$ cat src/rtl/instruction_fetch_stage.sv
// Instruction fetch stage: owns the PC, issues credit-limited word fetches and
// buffers in-order responses in a small FIFO that feeds decode.
module instruction_fetch_stage #(
  parameter logic [31:0] RESET_PC   = 32'h0000_0000,
  parameter int          FIFO_DEPTH = 2
) (
  input  logic        clk,
  input  logic        rst,
  output logic        imem_req_valid,
  input  logic        imem_req_ready,
  output logic [31:0] imem_req_addr,
  input  logic        imem_resp_valid,
  input  logic [31:0] imem_resp_data,
  input  logic        stall,
  input  logic        redirect,
  input  logic [31:0] redirect_pc,
  output logic [31:0] instruction,
  output logic [31:0] pc,
  output logic        valid
);

  localparam int          CW  = $clog2(FIFO_DEPTH + 1);
  localparam int          PW  = (FIFO_DEPTH > 1) ? $clog2(FIFO_DEPTH) : 1;
  localparam logic [31:0] NOP = 32'h0000_0013;

  logic [31:0]   fetch_pc;
  logic [31:0]   resp_pc;
  logic [CW-1:0] outstanding;
  logic [CW-1:0] drop_cnt;
  logic [CW-1:0] occupancy;
  logic [PW-1:0] wr_ptr;
  logic [PW-1:0] rd_ptr;
  logic [31:0]   fifo_word [FIFO_DEPTH];
  logic [31:0]   fifo_pc   [FIFO_DEPTH];

  logic          pop;
  logic          push;
  logic          req_fire;
  logic          resp_live;
  logic [CW:0]   inflight;
  logic [31:0]   redirect_target;

  function automatic logic [PW-1:0] ptr_inc(input logic [PW-1:0] p);
    return (p == PW'(FIFO_DEPTH - 1)) ? '0 : p + PW'(1);
  endfunction

  assign redirect_target = {redirect_pc[31:2], 2'b00};

  assign valid       = (occupancy != '0);
  assign instruction = valid ? fifo_word[rd_ptr] : NOP;
  assign pc          = valid ? fifo_pc[rd_ptr] : 32'h0;

  assign pop = valid && !stall && !redirect;

  // Credits count words in flight plus words buffered, so a response always
  // finds a free slot. pop implies occupancy >= 1, so this cannot underflow.
  assign inflight       = {1'b0, outstanding} + {1'b0, occupancy} - {{CW{1'b0}}, pop};
  assign imem_req_valid = rst && !redirect && (inflight < (CW+1)'(FIFO_DEPTH));
  assign imem_req_addr  = fetch_pc;
  assign req_fire       = imem_req_valid && imem_req_ready;

  // Responses with nothing outstanding belong to pre-reset requests; ignore them.
  assign resp_live = imem_resp_valid && (outstanding != '0);
  assign push      = resp_live && (drop_cnt == '0) && !redirect;

  always_ff @(posedge clk) begin
    if (!rst) begin
      fetch_pc    <= RESET_PC;
      resp_pc     <= RESET_PC;
      outstanding <= '0;
      drop_cnt    <= '0;
      occupancy   <= '0;
      wr_ptr      <= '0;
      rd_ptr      <= '0;
    end else if (redirect) begin
      // Everything still in flight is stale, including a word arriving now.
      fetch_pc    <= redirect_target;
      resp_pc     <= redirect_target;
      outstanding <= outstanding - CW'(resp_live);
      drop_cnt    <= outstanding - CW'(resp_live);
      occupancy   <= '0;
      wr_ptr      <= '0;
      rd_ptr      <= '0;
    end else begin
      if (req_fire) begin
        fetch_pc <= fetch_pc + 32'd4;
      end
      outstanding <= outstanding + CW'(req_fire) - CW'(resp_live);
      if (resp_live && (drop_cnt != '0)) begin
        drop_cnt <= drop_cnt - CW'(1);
      end
      // resp_pc tracks the pc of the next kept response, so no tag queue is needed.
      if (push) begin
        wr_ptr  <= ptr_inc(wr_ptr);
        resp_pc <= resp_pc + 32'd4;
      end
      if (pop) begin
        rd_ptr <= ptr_inc(rd_ptr);
      end
      occupancy <= occupancy + CW'(push) - CW'(pop);
    end
  end

  always_ff @(posedge clk) begin
    if (rst && push) begin
      fifo_word[wr_ptr] <= imem_resp_data;
      fifo_pc[wr_ptr]   <= resp_pc;
    end
  end

endmodule

$ cat config.mk
export PLATFORM = sky130hd
export DESIGN_NAME = instruction_fetch_stage
export DESIGN_NICKNAME = d
export VERILOG_FILES = /design/src/rtl/instruction_fetch_stage.sv
export SDC_FILE = /design/constraint.sdc
export NUM_CORES = 1
export LEC_CHECK = 0
export CAP_MARGIN = 10
export CORE_MARGIN = 2
export CORE_UTILIZATION = 40
export CTS_CLUSTER_DIAMETER = 30
export CTS_CLUSTER_SIZE = 30
export DETAILED_ROUTE_END_ITERATION = 10
export GPL_TIMING_DRIVEN = 0
export PLACE_DENSITY = 0.63
export SETUP_SLACK_MARGIN = 0.5
export SLEW_MARGIN = 20
export SYNTH_ARGS = -nofsm -noshare
export SYNTH_HDL_FRONTEND = slang
export SYNTH_SLANG_ARGS = --single-unit
export TNS_END_PERCENT = 100
$ cat constraint.sdc
create_clock -name clk -period 7.9 [get_ports clk]
set_clock_uncertainty 0.1 [all_clocks]
set_input_delay 1.185 -clock clk [delete_from_list [all_inputs] [get_ports clk]]
set_output_delay 1.185 -clock clk [all_outputs]
set_load 0.01 [all_outputs]
==> impl_metrics.toml <==
[sta]
finalSetupViolations = 0
max_freq_mhz = 188.5
min_period_ns = 5.304
finalHoldViolCount = 0
setup_tns_ns = 0
fin_ws_ns = 2.596
slew_viol_final = 0
slew_headroom = 0.3220
rsz0062_at_grt = "no"
period_share = 0.6714
tightest_slew_ns = 1.008
holdWs_ns = 0.4178

[cts]
cts_tree = "built"
ctsHoldBuffers = 0
cts.repair.resized = 0
htree_levels = 4
clkSinkCount = 193
cts_buffers = 17
post_cts.repair.setup_buffers = 0
clock_latency_ns = 0.43
clock-root-buffer = "clkbuf_16"
clockBufferDepth = 2
cts.clk_slew.worst_paths_ns = 0.07

[global_routing]
grt_overflow = 0
track_usage = 0.1923
antenna_found_initial = 0
grt_max_degree = 47
grt_pass1_wl_um = 32900
grt_pass1_vias = 6054

[flow_run]
drv_cap = 0

[yosys]
synth_area_um2 = 8527
avgSynthCellArea_um2 = 11.32
yosysWarnings = 0
ys_types = 60
yosys_register_bits = 193
synth-simple-area-share = 0.1460
synth_xor_area_frac = 0.04314
synth_edf_count = 124
async_flop_share = 0
yosysSeqAreaShare = 0.5987
synthFlopType = "edfxtp_1"
synth_top_family_by_area = "simple AND/OR/NAND/NOR gates"
synthCells = 753
synth_fa_ha_area_frac = 0.01702
muxShareOfSynthArea = 0.07660
synth-compound-area-share = 0.08907

[layout]
final_nets = 1019
final_cells = 1225
area_delta_synth_final_pct = 31.02
drive_gt1_frac = 0.05684
antenna_cells = 0

[placement]
dp_hpwl_um = 15730
io_buffer_count = 159
gp_congestion = 0.8550
detailedPlace.worstSlack_ns = 2.640
dp.cells = 1194

[setup_path]
cp_data_arrival_time_ns = 4.02
critPathRequiredTime_ns = 6.61
rr_worst_depth = 17
crit_fanout = 10
r2r_slack_ns = 2.98
cp-end-kind = "primary output"
r2r_end = "outstanding[1]"
worst_setup_path_start_kind = "flop"
r2r_start = "occupancy[1]"
crit_type = "reg2out"

[hold_path]
holdPathStages = 0
hold_class = "reg2reg"
min_from = "resp_pc[8]"
min_to = "fifo_pc[1][8]"

[power_and_ir_drop]
p_per_area_nw_per_um2 = 218.2
p_leak_nw = 3.611
power_mw = 2.438
ir_drop_mv = 0.1429

[route]
routed.top_layer = "met4"
drcViolationCount = 0
wl_met2_um = 9876
via_count = 6357
drt_iter0_markers = 395
viasPerCell = 5.189
wl_per_cell_um = 17.49
postRouteAntennaNets = 0
met1_length_um = 9698
firstDrtPassIters = 5
routed_wl_um = 21430
wl_met3_um = 1591

[die]
dieWidth_um = 150.0
die-area_um2 = 22500
pin_count = 168
row_count = 53
initial_core_util = 0.4069
fp.dieH_um = 150.0
core_area_um2 = 20960

[run_status]
status = "completed"
==> report_power, final <==
part	switching (mW)	internal, mW
Clock	0.356	0.492
Sequential	0.0482	1.14
Combinational	0.213	0.192
==> synthesized netlist by cell type, drive strengths merged (2+ instances only) <==
library cell    n  area share
ha             10       0.015
xnor2          18       0.018
o21ai          41       0.024
nor4b           2      0.0028
mux2            2      0.0026
dfxtp          69        0.16
buf            18       0.011
a21oi          42       0.025
xor2           24       0.025
nor2           87       0.038
clkbuf         22      0.0097
nand2b          2      0.0015
a22oi           4      0.0035
nor3           13      0.0082
mux2i          63       0.074
and3           12      0.0088
clkinv          2     0.00088
or4             2      0.0022
nand2          60       0.026
a21boi          3      0.0026
or3            10      0.0073
inv            16      0.0070
edfxtp        124        0.44
o211ai          6      0.0053
a31oi          15       0.011
nand4          24       0.018
or3b            2      0.0021
o31a            2      0.0021
o21a            3      0.0026
nand3          20       0.012
nor4            5      0.0051
o22ai           4      0.0029
and2            4      0.0029
and4            5      0.0051
==> cell families after synthesis <==
logic type / after synthesis
and+or+nand+nor: 253
DFF: 193
AOI/OAI and AO/OA: 130
muxes: 65
buffers and inverters: 58
xor gates and xnor gates: 42
adders and majority gates: 11
other: 1
==> how the worst max path moves through the flow <==
stage,start,to,slack (ns)
2_1_floorplan,redirect,fifo_pc[0][10],2.92
3_3_place_gp,imem_resp_valid,fifo_word[0][17],1.01
3_5_place_dp,redirect,outstanding[1],2.64
4_1_cts,occupancy[1],imem_req_valid,2.57
5_1_grt,occupancy[1],imem_req_valid,2.36
6_report,occupancy[1],imem_req_valid,2.60
==> per-stage QoR <==
| stage | cell area [um2] | util |
|---|---|---|
| 2_1_floorplan | 8538 | - |
| 3_3_place_gp | 10470 | 0.4998 |
| 3_5_place_dp | 10600 | 0.5057 |
| 4_1_cts | 11170 | 0.5331 |
| 5_1_grt | 11170 | 0.5331 |
| 6_report | 11170 | 0.5331 |
==> sequential cells by signal, indices dropped and copies added, names as in the netlist, named ones only <==
name	flops
imem_req_addr	30
drop_cnt	2
fifo_word	64
resp_pc	30
rd_ptr	1
fifo_pc	60
wr_ptr	1
outstanding	2
occupancy	2
==> layout by cell type, fill, tap and decap left out, types with 18 or more instances in the layout <==
| master | netlist | routed |
|---|---|---|
| clkdlybuf4s50_1 | 0 | 159 |
| edfxtp_1 | 124 | 124 |
| nor2_1 | 87 | 86 |
| dfxtp_1 | 69 | 69 |
| mux2i_1 | 63 | 63 |
| nand2_1 | 60 | 60 |
| a21oi_1 | 42 | 42 |
| o21ai_0 | 41 | 41 |
| clkbuf_1 | 22 | 24 |
| xor2_1 | 24 | 24 |
| nand4_1 | 24 | 24 |
| nand3_1 | 19 | 19 |
| xnor2_1 | 18 | 18 |
==> layer usage <==
layer	global-route usage	up-vias
li1	-	3126
met5	0	-
met2	0.3037	244
met3	0.04573	21
met4	0.05425	0
met1	0.2651	2966
==> critical path, cell delays in order, from the launching register on <==
cell and delay [ns]:
dfxtp_1 0.34, nor2_1 0.64, clkbuf_1 0.53, nor3_1 0.15, ha_1 0.30, nand2b_1 0.15, fa_1 0.42, xor2_1 0.25
and3_1 0.24, clkdlybuf4s50_1 0.56
==> final cells by class <==
cell class                 instances  area (um2)
fill                            1869        9783
sequential                       193        5105
multi-input combinational        505        3198
timing repair buffer             163        1702
clock buffer                      19       432.9
tap                              275       344.1
buffer                            40       180.2
clock inverter                    12       142.6
inverter                          18       67.56
(Power assumes the default switching activity.)
==> patch 1, RTL diff (same settings) <==
Change the parameter `FIFO_DEPTH` from 2 to 4.
--- a/src/rtl/instruction_fetch_stage.sv
+++ b/src/rtl/instruction_fetch_stage.sv
@@ -4,3 +4,3 @@
   parameter logic [31:0] RESET_PC   = 32'h0000_0000,
-  parameter int          FIFO_DEPTH = 2
+  parameter int          FIFO_DEPTH = 4
 ) (
Behaviour: not the same (Yosys sat finds a counterexample within 4 cycles, from zero or initial values and one cycle with rst low).
==> patch 1 against the unedited design <==
Clock power rose to 3.5 times the old value; fmax fell by 15%; sequential cell count rose by 130; design area rose by 71%; total power rose by 130%; worst setup slack got worse by 0.95 ns; global-route usage barely moved; first-iteration DRC count rose by 55%; wire length rose by 66%; worst hold slack got worse by 0.0030 ns; area after synthesis rose by 68%; non-clock buffer count rose by 24; via count rose by 51%; largest cell class unchanged.
==> patch 1: results (changes against the unedited design) <==
- Status: completed
- Xor/xnor share of the synthesized area: 1.53% (-2.8 points)
- Vias in the first global route: 9,681 (+60%)
- Bufs on Longest Clock Path: 3 (+1)
- Clock buffers: 83 (+64)
- Initial detailed-routing violation count: 612 (+55%)
- Top Registers: fifo_word (128), fifo_pc (120)
- Synth cell types: 71 (+18%)
- First-pass GRT wire length: 54.1 mm (+64%)
- Inverters, non-clock: 30 (+12)
- Dpl cells: 1,626 (+36%)
- Multi-input logic portion of the cell area: 26.1% (-2.5 points)
- Compound-cell area share of the yosys netlist: 7.93% (-0.97 points)
- Top cells by count, synth: edfxtp_1 (248), dfxtp_1 (75), and2_1 (65), mux4_2 (62), nand2_1 (43)
- CTS sink cnt: 323 (+67%)
- Fraction of synthesized area in multiplexers: 9.98% (+2.3 points)
- Leading post-synthesis cells by cell area: edfxtp_1 (52%), dfxtp_1 (11%), mux4_2 (9.8%)
- Clock buf/inv share: 12.9% (+7.7 points)
- Register area: 8950 um2 (+75%)
- CP max stage delay: 0.69 ns (+0.05 ns)
- Layout cells sized above 1: 18.0% (+12 points)
- H-tree depth: 3 (-1)
- Leak: 6.43 nW (+78%)
- Routed vias: 9,571 (+51%)
- Clock Latency Late Sink: 0.55 ns (+0.12 ns)
- Worst vdd ir: 0.162 mV (+13%)
- PortBufs: 161 (+1.3%)
- Worst R2R Setup Slack: 3.20 ns (+0.22 ns)
- Non-clk buf share: 10.5% (-6.4 points)
- GR Layer Usage met3: 4.54% (-0.030 points)
- Slew headroom: 39.1% (+6.9 points)
- Largest delay share family, worst path: buffers and inverters
- Final nets: 1,327 (+30%)
- Largest net degree at the start of global routing: 43 (-8.5%)
- Gr usage total: 19.2% (-0.046 points)
- Met2 usage: 30.9% (+0.54 points)
- Fill cells: 2,963 (+59%)
- R2r endpoint: outstanding[2]
==> patch 1: cell count changes in the layout (fill, tap and decap cells not counted), moves of 14 or more <==
cell       unedited run  this run
edfxtp_1            124       248
mux4_2                0        62
and2_1                4        65
mux2i_1              63         3
nor2_1               86        31
clkbuf_16            17        71
clkbuf_1             24        51
nor3_1               12        36
nand2_1              60        43
nor4_1                3        19
o21ai_0              41        25
inv_1                16        30
==> patch 1: stage by stage <==
step | cell area, um2 | hold slack [ns] | utilization (%) | setup slack [ns]
finish | 19100 | 0.415 | 53.9 | 1.65
global route | 19100 | 0.454 | 53.9 | 1.48
CTS | 19100 | 0.419 | 53.9 | 1.65
detailed placement | 16600 | 0.416 | 46.9 | 1.68
global placement | 16500 | 0.408 | 46.6 | 1.68
floorplan | 14300 | 0.360 | - | 3.14
==> patch 1: how the worst max path moves through the flow <==
stage                      to  slack, ns  depth (start not counted)      from
2_1_floorplan  outstanding[2]       3.14                         18  redirect
5_1_grt        imem_req_valid       1.48                         12  redirect
3_5_place_dp   imem_req_valid       1.68                         12  redirect
6_report       imem_req_valid       1.65                         12  redirect
3_3_place_gp   imem_req_valid       1.68                         12  redirect
4_1_cts        imem_req_valid       1.65                         12  redirect
==> patch 1: cell families after synthesis <==
| family | count (synthesis) |
|---|---|
| other | 1 |
| adders and majority gates | 21 |
| and+or+nand+nor | 316 |
| AOI/OAI and AO/OA | 154 |
| muxes | 65 |
| xor gates and xnor gates | 25 |
| buffers and inverters | 92 |
| DFF | 323 |
==> patch 1: where the power goes <==
group	switching [mW]	internal [mW]	leakage [nW]
clock	0.941	2.04	1.19
combinational	0.318	0.258	2.38
sequential	0.0571	1.90	2.87
total	1.32	4.20	6.43
==> patch 2, RTL diff (same settings) <==
Without the edit above. Reset style: asynchronous (`rst`), changed in one clocked block.
--- a/src/rtl/instruction_fetch_stage.sv
+++ b/src/rtl/instruction_fetch_stage.sv
@@ -65,3 +65,3 @@
 
-  always_ff @(posedge clk) begin
+  always_ff @(posedge clk or negedge rst) begin
     if (!rst) begin
Check against the original RTL: differs if rst is asserted again (counterexample within 4 cycles, from zero or initial values and one cycle with rst low); with rst held inactive, the same outputs for 4 cycles.
==> patch 2 against the unedited design <==
Core utilization is 0.94 points higher; total power is 17% higher; design area rose by 2.7%; sequential cell count down 1; cell count is 4.7% lower; worst setup slack got worse by 0.78 ns; wire length fell by 4.0%; sequential power grew 3%; area after synthesis grew 1.8%; largest cell class unchanged.
==> patch 2: results (changes against the unedited design) <==
- Final worst-path cycle share: 77.0% (+9.9 points)
- First-pass GRT wire length: 31.6 mm (-4.1%)
- Diode count: 0 (unchanged)
- R2r endpoint: outstanding[1]
- Clock Latency Late Sink: 0.43 ns (about the same)
- Sequential share of the synthesized area: 62.5% (+2.6 points)
- Post-synth EDFFs: 124 (unchanged)
- Routed vias: 6,038 (-5.0%)
- Initial detailed-routing violation count: 338 (-14%)
- Top cells by count, synth: edfxtp_1 (124), nor2_1 (80), dfrtp_1 (68), mux2i_1 (63), nand2_1 (49)
- Worst R2R Setup Slack: 2.76 ns (-0.22 ns)
- Worst path slowest cell: clkdlybuf4s50_1
- Drt pass-1 iters: 5 (unchanged)
- Status: completed
- Post-CTS setup buffers: 0 (unchanged)
- Number of antenna violations at the first check in global routing: 0 (unchanged)
- CTS Buf Count: 17 (unchanged)
- Drt wl/cell: 17.6 um (+0.81%)
- Placement Setup Slack: 1.54 ns (-1.10 ns)
- Worst Hold Path EP: fifo_pc[1][10]
- Clk pin slew, worst setup/hold paths: 0.06 ns
- Final nets: 960 (-5.8%)
- Worst setup endpoint: imem_req_valid
- Reg2Reg Depth: 17 (unchanged)
- PortBufs: 161 (+1.3%)
- Gp weighted congestion: 0.872 (+1.9%)
- CP max stage delay: 0.69 ns (+0.05 ns)
- Largest net degree at the start of global routing: 48 (+2.1%)
- Yosys Warn Count: 0 (unchanged)
- Post-DP HPWL: 15.0 mm (-4.5%)
- Post-CTS sizing: 0 (unchanged)
- Min-Delay Path Class: reg -> reg
- Bufs on Longest Clock Path: 2 (unchanged)
- Worst hold stages: 0 (unchanged)
- Worst setup path start: redirect
- Largest delay share family, worst path: buffers and inverters
- Worst vdd ir: 0.155 mV (+8.5%)
- Crit path arrival time: 4.80 ns (+0.78 ns)
- R2r startpoint: occupancy[0]
- Gr usage total: 18.2% (-1.0 points)
- Top Registers: fifo_word (64), fifo_pc (60)
- Crit path max fanout: 10 (unchanged)
- Root buffer cell: clkbuf_16
- Worst Max-Slew Pin Slew: 0.991 ns (-0.0167 ns)
- Leak: 4.00 nW (+11%)
- Synth cell types: 46 (-23%)
- Fill cells: 1,820 (-2.6%)
- Hold_sp: resp_pc[10]
- Switch Pwr: 0.764 mW (+24%)
- Vias in the first global route: 5,936 (-1.9%)
- Post-synth ARST share: 35.4% (+35 points)
- Leading post-synthesis cells by cell area: edfxtp_1 (43%), dfrtp_1 (20%), mux2i_1 (7.3%)
- Layout cells sized above 1: 8.52% (+2.8 points)
- H-tree depth: 4 (unchanged)
==> patch 2: cell count changes after synthesis, moves of 6 or more <==
cell	delta
dfxtp_1	-69
dfrtp_1	+68
a21oi_1	-36
mux2_2	+20
nand3_1	+17
o21ai_0	-16
a31oi_1	-12
nand2_1	-11
nor2_1	-7
nor3_1	-7
buf_1	-6
o211ai_1	+6
o311ai_0	+6
or3_1	-6
==> patch 2: metrics by stage <==
| step | std cells | power, mW | TNS (ns) | area, um2 | hold WS, ns |
|---|---|---|---|---|---|
| finish | 1167 | 2.86 | 0 | 11500 | 0.403 |
| global route | 1167 | 2.99 | 0 | 11500 | 0.424 |
| CTS | 1167 | 2.88 | 0 | 11500 | 0.400 |
| detailed placement | 1135 | 1.89 | 0 | 10800 | 0.382 |
| global placement | 1130 | 1.88 | -84.36 | 10600 | 0.385 |
| floorplan | 694 | 1.57 | 0 | 8690 | 0.356 |
==> patch 2: power by group through the flow <==
stage | clock (mW) | combinational (mW) | sequential (mW)
global route | 1.05 | 0.705 | 1.23
global placement | 0 | 0.632 | 1.24
detailed placement | 0 | 0.644 | 1.24
floorplan | 0 | 0.339 | 1.23
finish | 0.993 | 0.639 | 1.22
CTS | 1.01 | 0.649 | 1.22
==> patch 2: worst reg2reg max path, stage by stage (launching register included) <==
cell and delay [ns]:
dfrtp_1 0.41, nor2_1 0.69, clkbuf_1 0.56, nor3_1 0.19, ha_1 0.31, nand2b_1 0.15, fa_1 0.53, nand4b_1 0.15
nor2_1 0.42, inv_1 0.11, clkbuf_1 0.25, buf_2 0.26, ha_1 0.29, inv_1 0.04, ha_1 0.17, xnor2_1 0.11
o21ai_0 0.18, xnor2_1 0.14
==> patch 2: logic make-up after synthesis <==
kind of cell,synth area share [%]
simple gates,13.8
xor+xnor,4.84
fa+ha+maj,1.67
other cells,0.0432
flops,62.5
mux,10.1
buf+inv,2.45
compound gates,4.63
==> patch 2: cell type report <==
cell class              instances  area share (%)
flip-flops and latches        192            47.3
multi-input cells             451            26.7
repair buffers                166            15.2
clock buffers                  17            3.71
well taps                     275            3.00
clock inverters                15            2.29
plain buffers                  33            1.26
inverters                      18           0.589
==> patch 2: metal layers <==
layer / wire length, um / GRT usage (%) / vias to the layer above / part of all wire, %
met5: 0 / 0 / - / 0
met4: 331 / 5.61 / 0 / 1.6
met3: 1650 / 4.37 / 25 / 8.0
met2: 9110 / 27.8 / 236 / 44
met1: 9490 / 25.8 / 2884 / 46
li1: - / - / 2893 / -
